--- src/rtl/game_controller.sv ---
// Number-guessing game sequencer: arms the countdown timer, deals LFSR targets,
// scores submitted guesses, holds feedback LEDs and tracks the best score.
module game_controller #(
    parameter int          INIT_TIME = 20,
    parameter int          MAX_SCORE = 99,
    parameter int          FB_CYCLES = 50000000,
    parameter logic [7:0]  LFSR_SEED = 8'hA5
) (
    input  logic       clk,
    input  logic       rst,
    input  logic       btn_start,
    input  logic       btn_submit,
    input  logic [7:0] switches,
    input  logic [5:0] time_remaining,
    input  logic       game_end,
    output logic       timer_rst,
    output logic [7:0] target,
    output logic [7:0] score,
    output logic [7:0] high_score,
    output logic       playing,
    output logic       led_correct,
    output logic       led_wrong,
    output logic [2:0] state
);

    typedef enum logic [2:0] {
        IDLE     = 3'd0,
        ARM      = 3'd1,
        PLAY     = 3'd2,
        FEEDBACK = 3'd3,
        DONE     = 3'd4
    } state_t;

    localparam int               FB_W    = (FB_CYCLES > 1) ? $clog2(FB_CYCLES) : 1;
    localparam logic [FB_W-1:0]  FB_LAST = FB_W'(FB_CYCLES - 1);
    localparam logic [7:0]       MAX_S   = 8'(MAX_SCORE);
    localparam logic [5:0]       INIT_T  = 6'(INIT_TIME);

    state_t            state_reg, state_next;
    logic [7:0]        lfsr_reg, lfsr_next;
    logic [7:0]        target_reg, target_next;
    logic [7:0]        score_reg, score_next;
    logic [7:0]        high_score_reg, high_score_next;
    logic              timer_rst_reg, timer_rst_next;
    logic              playing_reg, playing_next;
    logic              led_correct_reg, led_correct_next;
    logic              led_wrong_reg, led_wrong_next;
    logic [FB_W-1:0]   fb_cnt_reg, fb_cnt_next;

    always_ff @(posedge clk or negedge rst) begin
        if (!rst) begin
            state_reg       <= IDLE;
            lfsr_reg        <= LFSR_SEED;
            target_reg      <= 8'd0;
            score_reg       <= 8'd0;
            high_score_reg  <= 8'd0;
            timer_rst_reg   <= 1'b1;
            playing_reg     <= 1'b0;
            led_correct_reg <= 1'b0;
            led_wrong_reg   <= 1'b0;
            fb_cnt_reg      <= '0;
        end else begin
            state_reg       <= state_next;
            lfsr_reg        <= lfsr_next;
            target_reg      <= target_next;
            score_reg       <= score_next;
            high_score_reg  <= high_score_next;
            timer_rst_reg   <= timer_rst_next;
            playing_reg     <= playing_next;
            led_correct_reg <= led_correct_next;
            led_wrong_reg   <= led_wrong_next;
            fb_cnt_reg      <= fb_cnt_next;
        end
    end

    always_comb begin
        state_next       = state_reg;
        target_next      = target_reg;
        score_next       = score_reg;
        high_score_next  = high_score_reg;
        led_correct_next = led_correct_reg;
        led_wrong_next   = led_wrong_reg;
        fb_cnt_next      = fb_cnt_reg;

        // Right-shifting Galois form of x^8+x^6+x^5+x^4+1; a nonzero seed never reaches 0
        lfsr_next = {1'b0, lfsr_reg[7:1]} ^ (lfsr_reg[0] ? 8'hB8 : 8'h00);

        case (state_reg)
            IDLE: begin
                if (btn_start) begin
                    state_next = ARM;
                    score_next = 8'd0;
                end
            end
            ARM: begin
                score_next = 8'd0;
                if (time_remaining == INIT_T && !game_end) begin
                    state_next  = PLAY;
                    target_next = lfsr_reg;
                end
            end
            PLAY: begin
                if (game_end) begin
                    state_next       = DONE;
                    led_correct_next = 1'b0;
                    led_wrong_next   = 1'b0;
                end else if (btn_submit) begin
                    state_next  = FEEDBACK;
                    fb_cnt_next = '0;
                    if (switches == target_reg) begin
                        score_next       = (score_reg >= MAX_S) ? MAX_S : score_reg + 8'd1;
                        target_next      = lfsr_reg;
                        led_correct_next = 1'b1;
                        led_wrong_next   = 1'b0;
                    end else begin
                        led_correct_next = 1'b0;
                        led_wrong_next   = 1'b1;
                    end
                end
            end
            FEEDBACK: begin
                if (game_end) begin
                    state_next       = DONE;
                    led_correct_next = 1'b0;
                    led_wrong_next   = 1'b0;
                end else if (fb_cnt_reg == FB_LAST) begin
                    state_next       = PLAY;
                    led_correct_next = 1'b0;
                    led_wrong_next   = 1'b0;
                end else begin
                    fb_cnt_next = fb_cnt_reg + FB_W'(1);
                end
            end
            DONE: begin
                if (btn_start) begin
                    state_next = ARM;
                    score_next = 8'd0;
                end
            end
            default: state_next = IDLE;
        endcase

        // Score never changes on the edge into DONE, so the current score is final
        if (state_next == DONE && state_reg != DONE && score_reg > high_score_reg)
            high_score_next = score_reg;

        timer_rst_next = (state_next == IDLE) || (state_next == ARM);
        playing_next   = (state_next == PLAY) || (state_next == FEEDBACK);
    end

    assign state       = state_reg;
    assign timer_rst   = timer_rst_reg;
    assign target      = target_reg;
    assign score       = score_reg;
    assign high_score  = high_score_reg;
    assign playing     = playing_reg;
    assign led_correct = led_correct_reg;
    assign led_wrong   = led_wrong_reg;

endmodule

--- config.mk ---
export PLATFORM = sky130hd
export DESIGN_NAME = game_controller
export DESIGN_NICKNAME = d
export VERILOG_FILES = /design/src/rtl/game_controller.sv
export SDC_FILE = /design/constraint.sdc
export NUM_CORES = 1
export LEC_CHECK = 0
export ABC_AREA = 0
export BUFFER_PORTS_ARGS = -buffer_cell sky130_fd_sc_hd__buf_2
export CAP_MARGIN = 15
export CORE_MARGIN = 5
export CORE_UTILIZATION = 51
export CTS_CLUSTER_SIZE = 14
export DETAILED_ROUTE_END_ITERATION = 10
export PLACE_DENSITY = 0.75
export SETUP_SLACK_MARGIN = 0.05
export SLEW_MARGIN = 20
export SYNTH_ARGS = -nofsm -noshare
export SYNTH_HDL_FRONTEND = slang
export SYNTH_SLANG_ARGS = --single-unit
--- constraint.sdc ---
create_clock -name clk -period 1.9 [get_ports clk]
set_input_delay 0.285 -clock clk [delete_from_list [all_inputs] [get_ports clk]]
set_output_delay 0.285 -clock clk [all_outputs]
set_load 0.005 [all_outputs]
# == Word-level counts from Yosys, hierarchy flattened ==
# Cells that the tools add are included.
# totals
register_bits,65
wordCells,86
# classes
n_addsub,2
magnitude_cmp,2
eq_ne,21
mux,34
bitwise,1
n_reduce_logical,16
# ops
operator,count
26-bit two-way mux,4
8-bit two-way mux,10
26-bit one-hot mux with 2 select lines,1
26-bit by 1-bit adder with 26-bit output (second input constant),1
26-bit == test (second input constant),1
8-bit one-hot mux with 3 select lines,1
3-bit two-way mux,6
8-bit one-hot mux with 2 select lines,1
5-bit AND reduction,3
3-bit by 2-bit == test with 1-bit output (second input constant),4
2-bit inequality test (second input constant),6
3-bit one-hot mux with 4 select lines,1
3-bit inequality test (second input constant),3
8-bit by 1-bit adder with 8-bit output (second input constant),1
8-bit == test,1
8-bit by 7-bit >= comparator with 1-bit output (second input constant),1
8-bit > comparator,1
1-bit two-way mux,8
7-bit by 8-bit bitwise XOR with 8-bit output,1
3-bit by 1-bit == test with 1-bit output (second input constant),2
3-bit == test (second input constant),2
6-bit by 5-bit == test with 1-bit output (second input constant),1
3-bit logical NOT,2
1-bit one-hot mux with 2 select lines,2
8 further kinds,12

# == Depth between registers and ports, before layout ==
# Gate-level depths: netlist of the first run.
# depth
depth_word,7
ltp_mapped,9

# == Least setup slack after synthesis of the first run ==
# No wires, ideal clock.
# synth_timing
path_kind,register to register
startpoint,register score_reg[1] (netlist: score[1])
endpoint,register high_score_reg[0] (netlist: high_score[0])
arrival_time_ps,1987
required_time_ps,1775
path_slack_ps,-212
stages_incl_launch_ff,8
path_buffers,0
synth_period_minus_slack_ps,2112
cell_sequence,dfrtp_1 -> ha_1 -> nor2b_1 -> o21a_1 -> o21a_1 -> o21bai_1 -> a211oi_2 -> mux2_2
# synth_between
elab_chain_len,2
# synth_lines
element,line,rtl
start: declaration,42,"logic [7:0] score_reg, score_next;"
start signal: assignment,66,score_reg <= score_next;
8-bit > comparator,144,if (state_next == DONE && state_reg != DONE && score_reg > high_score_reg)
1-bit logical AND,144,
end signal: assignment,67,high_score_reg <= high_score_next;
end: declaration,43,"logic [7:0] high_score_reg, high_score_next;"
# Every way passes these cells.
# A chain may end at the register's enable or synchronous reset.

# == Final worst setup path of the first run ==
# layout_timing
startpoint,register score_reg[1] (netlist: score[1])
endpoint,register score_reg[5] (netlist: score[5])
# layout_between
elab_chain_len,6
word_cells_on_any_way,7
# layout_lines
element,line,rtl
8-bit by 1-bit adder with 8-bit output or 8-bit by 7-bit >= comparator with 1-bit output (tied branches),111,score_next = (score_reg >= MAX_S) ? MAX_S : score_reg + 8'd1;
8-bit two-way mux *,111,
8-bit two-way mux *,110,if (switches == target_reg) begin
8-bit two-way mux *,107,end else if (btn_submit) begin
8-bit two-way mux *,103,if (game_end) begin
8-bit one-hot mux with 3 select lines *,88,case (state_reg)
# Mark *: on every way between the ends. The rest lies on a longest branch, timed or not. The select of a mux whose other input is x is not followed.

==> impl_metrics.csv, run 1 <==
group,metric,value,unit
final_layout,fin_cells,534,
setup_path,arrival,2.27,ns
placement,dpl.cell_count,498,
synth,synth-seq-cells,65,
synth,synth_top_family_by_area,"simple AND/OR/NAND/NOR gates",
sta,fin_crit,2.04,ns
clocking,clk_pin_slew,0.08,ns
synth,synthAdderAreaFrac,3.73,%
synth,synthTopCellsByArea,"dfrtp_1 45%, xor2_1 7.0%, mux2_2 4.4%",
setup_path,worst_ep_required_time,2.13,ns
sta,worst_pin_slew,0.381,ns
min_path,hold_end,"state[2]",
setup_path,crit_fanout,2,
min_path,hold_depth,2,
synth,postSynthAreaPerCell,10.5,µm²
final_layout,fin_area,4980,µm²
synth,synthMuxAreaShare,5.33,%
sta,hold_viol,0,
synth,yosys_warnings,0,
sta,maxSlewViolCount,0,
setup_path,r2r-start,"score[1]",
detailed_routing,totalWireLength,9450,µm
final_layout,insertedDiodeCount,0,
placement,gp_congestion,0.886,
setup_path,crit_type,"reg -> reg",
sta,grt_setup_unrepaired,"yes",
clocking,cts_tree,"built",
setup_path,reg2reg_slack,-0.14,ns
sta,finalCritPeriodShare,107,%
synth,syn_area,3360,µm²
power,irDropWorstVdd,0.663,mV
run_status,violations,"setup timing",
die,die_w,91.1,µm
run,maxCapViolations,0,
synth,async_flop_share,100,%
die,start_util,52.5,%
grt,grt_usage,21.9,%
power,leakage,0.00238,µW
clocking,htreeDepth,3,
setup_path,worst-path-buf-inv,1,
detailed_routing,wl_per_cell,17.7,µm
final_layout,nets,481,
clocking,cts_inserted_buffers,9,
run_status,status,"finished with violations",
clocking,clock_sinks,65,
sta,fmaxAchievable,490,MHz
grt,grt_pass1_vias,3148,
clocking,clk_latency,0.35,ns
setup_path,slowest_delay,0.46,ns
die,die_h,91.1,µm
synth,synth_nets,349,
synth,seq_area_frac_synth,48.7,%
final_layout,largest_reg_flops,26,
setup_path,r2r_end,"score[5]",
synth,synthXorXnorAreaFrac,7.05,%
placement,port_buffers,49,
grt,grt_overflow,0,
sta,setup_viol,23,
die,rows,29,
setup_path,ff2ff_path_depth,6,
sta,setup_tns,-1.30,ns
synth,synth_edf_count,0,
final_layout,synthToLayoutAreaGrowth,48.4,%
detailed_routing,via_count,3055,
final_layout,drive_gt1_share,52.7,%
sta,fin_ws,-0.140,ns
synth,synth_common_cells,"60 x dfrtp_1, 27 x xor2_1, 26 x nand2_1",
setup_path,cpMaxStageDelayCell,"or4_4",
sta,worst_clock_skew,0.00835,ns
detailed_routing,final_antenna_net_count,0,
synth,netlist.area_leader.share,44.7,%
synth,yosys.area_share.simple,18.3,%
synth,synth_compound_area_share,13.6,%
placement,dp_hpwl,5720,µm
sta,max_slew_margin,74.3,%
setup_path,cp_top_family,"compound AO/OA/AOI/OAI gates",
detailed_routing,drtPass1Iterations,4,
synth,synthFlopType,"dfrtp_1",
grt,grt_start_max_net_pins,66,
grt,antenna_found_initial,0,
detailed_routing,drc_errors,0,
grt,grt_pass1_wl,14800,µm
clocking,cts.path.max_buffers,2,
die,io_pins,50,
synth,yosys.area.top_type,"dfrtp_1",
clocking,clock-root-buffer,"clkbuf_8",
synth,postSynthCellCount,320,
die,dieArea,8300,µm²
detailed_routing,drtIter0Drc,142,
sta,hold_ws,0.167,ns
setup_path,endpoint_kind,"flop",
synth,synth_cell_types,52,
detailed_routing,routed_via_density,5.72,
power,p_per_area,554,nW/µm²
min_path,min_path_type,"in -> reg",
synth,yosysMostFrequentCell,"dfrtp_1",
setup_path,crit_path_start_kind,"flop",
die,coreArea,6390,µm²
min_path,min-delay-start,"btn_start",
placement,placed_area,4140,µm²
setup_path,cp_cell_sequence,"buf_6 -> ha_2 -> or4_4 -> a31o_4 -> o31a_1 -> o22a_1",
[routing by layer]
| layer | global-route usage [%] | up-vias | share of wire [%] |
|---|---|---|---|
| li1 | - | 1410 | - |
| met1 | 26.8 | 1547 | 40 |
| met2 | 37.2 | 76 | 53 |
| met3 | 3.31 | 22 | 3.7 |
| met4 | 11.7 | 0 | 2.8 |
| met5 | 0 | - | 0 |
[power by group]
group | switching (µW) | internal [µW]
sequential | 14.5 | 1400
combinational | 178 | 128
clock | 556 | 477
total | 748 | 2010
[how the worst max path moves through the flow]
stage	start	endpoint	slack, ns	cells after the start
finish	score[1]	score[5]	-0.14	6
floorplan	score[1]	high_score[0]	-0.10	7
global placement	high_score[1]	high_score[1]	-0.13	8
CTS	score[1]	high_score[7]	-0.10	8
detailed placement	high_score[1]	high_score[4]	-0.24	8
global route	score[1]	score[5]	-0.20	6
[per-stage QoR]
step / total power, µW / utilization (%) / setup WS (ns)
2_1_floorplan: 1540 / - / -0.103
3_3_place_gp: 1670 / 64.9 / -0.130
3_5_place_dp: 1670 / 64.9 / -0.240
4_1_cts: 2700 / 71.4 / -0.101
5_1_grt: 2880 / 78.0 / -0.198
6_report: 2760 / 78.0 / -0.140
[cell usage in the layout (no fill, tap or decap), types with 7 or more instances in the layout]
| master | count |
|---|---|
| buf_4 | 63 |
| dfrtp_1 | 60 |
| buf_2 | 49 |
| xor2_1 | 25 |
| nor2_1 | 23 |
| nand2_1 | 19 |
| buf_6 | 14 |
| mux2_4 | 13 |
| inv_1 | 10 |
| o21ai_1 | 9 |
| clkbuf_8 | 9 |
| a21oi_1 | 8 |
| nand2_2 | 7 |
| nand4_1 | 7 |
| nand3_1 | 7 |
| ha_1 | 7 |
[cell type report]
type / instances / area [µm²]
inverter: 13 / 51.3
fill: 364 / 1410
clock buffer: 10 / 128
sequential: 65 / 1630
multi-input combinational: 233 / 2080
timing repair buffer: 130 / 946
tap: 77 / 96.3
clock inverter: 6 / 43.8
[worst reg2reg max path, delay by kind of cell, from the launching register on]
family | cells | cell delay [ns]
compound gates | 3 | 0.73
buf+inv | 1 | 0.14
fa+ha+maj | 1 | 0.17
flops | 1 | 0.42
simple gates | 1 | 0.46
[cells by family after synthesis]
kind of cell	Yosys count
and+or+nand+nor	116
DFF	65
AOI/OAI and AO/OA	63
xor gates and xnor gates	27
buffers and inverters	23
muxes	16
adders and majority gates	10
[timing repair]
action	4_1_cts	5_1_grt
gates cloned	1	0
hold buffers	1	0
gates resized for setup	42	84
pin swaps	20	44
endpoints found under the setup margin	39	53
hold endpoints to repair	60	0
setup buffers	7	11
No activity file was read; power rests on OpenSTA's default activity.
==> run 2: changes to the inputs <==
Settings changed: CELL_PAD_IN_SITES_DETAIL_PLACEMENT set to 0, CELL_PAD_IN_SITES_GLOBAL_PLACEMENT set to 1, CORE_UTILIZATION 51 to 30, PLACE_DENSITY 0.75 to not set, PLACE_DENSITY_LB_ADDON set to 0.1, SKIP_CTS_REPAIR_TIMING set to 1.
==> run 2 against run 1 <==
The run still ends with setup timing left. Maximum frequency rose by 1.1%. Cell count rose by 12%. Clock skew rose by 0.0061 ns. Worst setup slack improved by 0.023 ns. Non-clock buffer count rose by 1. Total power rose by 19%. Critical path type unchanged.
==> impl_metrics.csv, run 2 (same netlist as run 1, synthesis figures left out) <==
group,metric,value,unit
die,rows,38,
power,leakage,0.00239,µW
setup_path,endpoint,"score[5]",
setup_path,worst_ep_required_time,2.15,ns
final_layout,seq_area,1630,µm²
clocking,cts_inserted_buffers,9,
sta,worst_pin_slew,0.409,ns
clocking,clk_pin_slew,0.08,ns
power,p_per_area,648,nW/µm²
run_status,status,"finished with violations",
setup_path,crit_type,"reg -> reg",
final_layout,final_common_cell,"buf_4",
die,io_pins,50,
detailed_routing,drtPass1Iterations,4,
detailed_routing,totalWireLength,8590,µm
sta,fin_ws,-0.117,ns
die,coreArea,10900,µm²
setup_path,r2r-start,"score[1]",
grt,grt_pass1_vias,2819,
detailed_routing,final_antenna_net_count,0,
final_layout,layout_common_cells,"67 x buf_4, 59 x dfrtp_1, 49 x buf_2",
die,die_h,116,µm
grt,grt_usage,13.8,%
clocking,cts.path.max_buffers,2,
power,irDropWorstVdd,0.356,mV
placement,gp_congestion,0.773,
final_layout,largest_reg_flops,26,
min_path,hold_depth,2,
detailed_routing,via_count,2848,
sta,fin_crit,2.02,ns
final_layout,fill_cells,1048,
detailed_routing,wl_per_cell,14.4,µm
run_status,violations,"setup timing",
die,dieArea,13400,µm²
clocking,htreeDepth,3,
setup_path,cp-startpoint,"score[1]",
power,fin_total_pwr,3280,µW
placement,placed_area,4300,µm²
detailed_routing,routed_via_density,4.76,
sta,grt_setup_unrepaired,"yes",
final_layout,insertedDiodeCount,0,
final_layout,nets,482,
setup_path,crit_path_start_kind,"flop",
grt,grt_start_max_net_pins,66,
sta,worst_clock_skew,0.0144,ns
sta,hold_viol,0,
clocking,clock-root-buffer,"clkbuf_8",
run,maxCapViolations,0,
setup_path,crit_fanout,2,
sta,setup_viol,11,
die,die_w,116,µm
clocking,clk_latency,0.37,ns
setup_path,endpoint_kind,"flop",
setup_path,slowest_delay,0.55,ns
grt,grt_pass1_wl,14100,µm
final_layout,synthToLayoutAreaGrowth,50.6,%
grt,grt_overflow,0,
setup_path,arrival,2.27,ns
sta,hold_ws,0.152,ns
grt,antenna_found_initial,0,
die,start_util,30.8,%
setup_path,cpMaxStageDelayCell,"or4_4",
sta,max_slew_margin,72.8,%
detailed_routing,drtIter0Drc,124,
clocking,cts_tree,"built",
setup_path,reg2reg_slack,-0.12,ns
final_layout,multiInputGateArea,1990,µm²
final_layout,drive_gt1_share,48.3,%
min_path,min_path_type,"in -> reg",
sta,finalCritPeriodShare,106,%
placement,dp_hpwl,6030,µm
setup_path,cp_cell_sequence,"buf_6 -> ha_4 -> or4_4 -> a31o_4 -> o31a_1 -> o22a_1",
setup_path,ff2ff_path_depth,6,
sta,fmaxAchievable,496,MHz
final_layout,fin_area,5050,µm²
setup_path,r2r_end,"score[5]",
detailed_routing,drc_errors,0,
sta,maxSlewViolCount,0,
clocking,clock_sinks,65,
placement,port_buffers,49,
## run 2: cell types whose count changed in the layout (fill, tap and decap cells not counted), moves of 3 or more
cell / change
o21ai_1: -4
or3_1: +3
nand2_2: -5
buf_4: +4
and2_2: -3
buf_6: -3
or3_4: -3
o21ai_0: +7
bufinv_16: +4
nand2_1: +4
## run 2: through the flow
step | setup WS, ns | setup TNS (ns) | cells | utilization, %
after detailed placement | -0.224 | -2.98 | 571 | 39.5
after global placement | -0.202 | -2.79 | 571 | 39.5
after CTS | -0.254 | -2.64 | 587 | 41.9
after global routing | -0.170 | -2.26 | 598 | 46.4
final | -0.117 | -0.825 | 598 | 46.4
after floorplan | -0.103 | -0.764 | 320 | -
## run 2: worst min path at each step
stage                    from            end  slack (ns)
detailed placement        rst  high_score[2]        0.34
finish              btn_start       state[2]        0.15
global placement          rst  high_score[2]        0.34
CTS                       rst  high_score[2]       -0.08
global route        btn_start       state[2]        0.15
floorplan                 rst  fb_cnt_reg[0]       -0.01
## run 2: cell type report
cell class              instances  share of cell area, %
clock buffers                  11                   2.60
clock inverters                 5                   2.52
inverters                      13                  0.965
multi-input cells             233                   39.4
flip-flops and latches         65                   32.3
well taps                     140                   3.47
repair buffers                131                   18.7
## run 2: power by group
group	leakage [µW]	internal [µW]	total (µW)	switching, µW
Combinational	0.00139	126	293	167
Clock	0.000124	1010	1570	561
Sequential	0.000879	1400	1420	11.4
Total	0.00239	2540	3280	739
## run 2: metal layers
metal	share of wire (%)	track usage, %	vias up
met5	0	0	-
met4	2.1	6.96	0
met2	46	20.1	41
li1	-	-	1417
met3	4.6	3.81	11
met1	47	18.8	1379
## run 2: critical path: cells and delay by family, from the launching register on
kind	cells	cell delay, ns
simple gates	1	0.55
buf+inv	1	0.13
fa+ha+maj	1	0.15
compound gates	3	0.69
flops	1	0.40
==> run 3: changes to the inputs <==
Settings changed: SLEW_MARGIN 20 to not set.
Clock period 1.9 ns to 2.4 ns, I/O delays scaled along.
==> run 3 against run 2 <==
The flow now finishes without violations. Clock power decreased by 24%. Total power is 24% lower. Cell count down 11%. Critical path type unchanged. Critical path depth rose by 2. Register-to-register slack better by 0.39 ns. Worst hold slack worse by 0.14 ns. Global-route usage is 0.36 points lower. Utilization down 8.6 points. Sequential share of layout area grew 7.4 points. Non-clock buffer count down 65. First-iteration DRC count shrank 19%.
==> impl_metrics.csv, run 3 (same netlist as run 1, synthesis figures left out) <==
group,metric,value,unit
die,coreArea,10900,µm²
setup_path,crit_path_start_kind,"flop",
setup_path,crit_fanout,10,
detailed_routing,drc_errors,0,
sta,maxSlewViolCount,0,
die,die_w,116,µm
sta,fmaxAchievable,471,MHz
placement,dp_hpwl,5810,µm
clocking,clock-root-buffer,"clkbuf_8",
sta,hold_ws,0.0133,ns
final_layout,drive_gt1_share,29.3,%
sta,fin_crit,2.12,ns
sta,max_slew_margin,66.6,%
clocking,cts_inserted_buffers,9,
final_layout,insertedDiodeCount,0,
clocking,cts.path.max_buffers,2,
detailed_routing,via_count,2588,
clocking,clk_latency,0.35,ns
final_layout,largest_reg_flops,26,
sta,grt_setup_unrepaired,"no",
detailed_routing,totalWireLength,8010,µm
setup_path,crit_type,"reg -> reg",
setup_path,ff2ff_path_depth,8,
die,die_h,116,µm
clocking,clock_sinks,65,
grt,antenna_found_initial,0,
die,dieArea,13400,µm²
run_status,status,"finished clean",
setup_path,slowest_delay,0.46,ns
setup_path,cpMaxStageDelayCell,"or4_1",
setup_path,reg2reg_slack,0.28,ns
grt,grt_pass1_wl,14000,µm
final_layout,final_common_cell,"dfrtp_1",
setup_path,cp_cell_sequence,"ha_1 -> and2_1 -> nand4_2 -> o31a_2 -> nor2_1 -> buf_4 -> or4_1 -> a21oi_1",
sta,setup_viol,0,
setup_path,endpoint_kind,"flop",
grt,grt_usage,13.4,%
sta,worst_pin_slew,0.496,ns
die,rows,38,
placement,gp_congestion,0.715,
setup_path,worst_ep_required_time,2.68,ns
sta,worst_clock_skew,0.00905,ns
final_layout,fill_cells,1109,
sta,setup_tns,0,ns
grt,grt_start_max_net_pins,66,
run,maxCapViolations,0,
sta,finalCritPeriodShare,88.5,%
setup_path,arrival,2.40,ns
power,irDropWorstVdd,0.217,mV
setup_path,worst-path-buf-inv,1,
power,p_per_area,604,nW/µm²
power,leakage,0.00201,µW
sta,fin_ws,0.276,ns
grt,grt_overflow,0,
min_path,min_path_type,"in -> async",
die,io_pins,50,
detailed_routing,wl_per_cell,15.0,µm
placement,port_buffers,49,
detailed_routing,routed_via_density,4.86,
placement,post-place-ws,0.208,ns
clocking,cts_tree,"built",
grt,grt_pass1_vias,2733,
sta,hold_viol,0,
setup_path,r2r-start,"fb_cnt_reg[1]",
final_layout,synthToLayoutAreaGrowth,22.6,%
detailed_routing,final_antenna_net_count,0,
final_layout,layout_common_cells,"60 x dfrtp_1, 49 x buf_2, 27 x xor2_1",
setup_path,r2r_end,"fb_cnt_reg[18]",
detailed_routing,drtIter0Drc,100,
detailed_routing,drtPass1Iterations,4,
die,start_util,30.8,%
clocking,htreeDepth,3,
clocking,clk_pin_slew,0.07,ns
final_layout,nets,416,
setup_path,cp_top_family,"simple AND/OR/NAND/NOR gates",
==> run 3: cell count changes in the layout (fill, tap and decap cells not counted), sizes merged <==
cell,previous run,this run
bufinv,4,3
a21o,4,3
clkinv,0,1
buf,129,66
dlygate4sd3,1,0
clkinvlp,1,0
==> run 3: worst max path at each step <==
stage / startpoint / to / slack [ns] / cells after the start
after floorplan: score[1] / high_score[0] / 0.29 / 7
after global placement: time_remaining[1] / target[3] / 0.24 / 7
after detailed placement: time_remaining[1] / target[1] / 0.21 / 7
after CTS: fb_cnt_reg[1] / fb_cnt_reg[18] / 0.26 / 8
after global routing: fb_cnt_reg[1] / fb_cnt_reg[9] / 0.07 / 8
final: fb_cnt_reg[1] / fb_cnt_reg[18] / 0.28 / 8
==> run 3: layout make-up <==
type	count	area [µm²]	area share, %
inverters	13	48.8	1.19
well taps	140	175	4.26
clock inverters	4	98.8	2.40
clock buffers	12	155	3.77
repair buffers	66	385	9.37
flip-flops and latches	65	1630	39.7
multi-input cells	232	1620	39.3
==> run 3: power by group <==
group | total (µW) | leakage [µW] | internal [µW] | switching [µW]
Clock | 1190 | 0.000127 | 749 | 442
Sequential | 1120 | 0.000880 | 1110 | 10.5
Combinational | 173 | 0.00100 | 64.6 | 109
Total | 2490 | 0.00201 | 1930 | 561
==> run 3: per-stage QoR <==
stage / utilization [%] / total power (µW) / cell area, µm² / cells
after global placement: 35.5 / 1320 / 3860 / 516
after global routing: 37.8 / 2610 / 4110 / 532
after floorplan: - / 1220 / 3360 / 320
after CTS: 37.8 / 2530 / 4110 / 532
after detailed placement: 35.5 / 1320 / 3860 / 516
final: 37.8 / 2490 / 4110 / 532
==> run 3: metal layers <==
| metal | wire (µm) | part of all wire [%] | GRT usage [%] |
|---|---|---|---|
| met1 | 3840 | 48 | 17.9 |
| met4 | 161 | 2.0 | 6.26 |
| met5 | 0 | 0 | 0 |
| met3 | 306 | 3.8 | 2.98 |
| met2 | 3700 | 46 | 20.8 |
==> run 3: worst reg2reg max path, stage by stage (launching register included) <==
cell	delay [ns]
dfrtp_1	0.42
ha_1	0.25
and2_1	0.18
nand4_2	0.10
o31a_2	0.23
nor2_1	0.09
buf_4	0.18
or4_1	0.46
a21oi_1	0.14
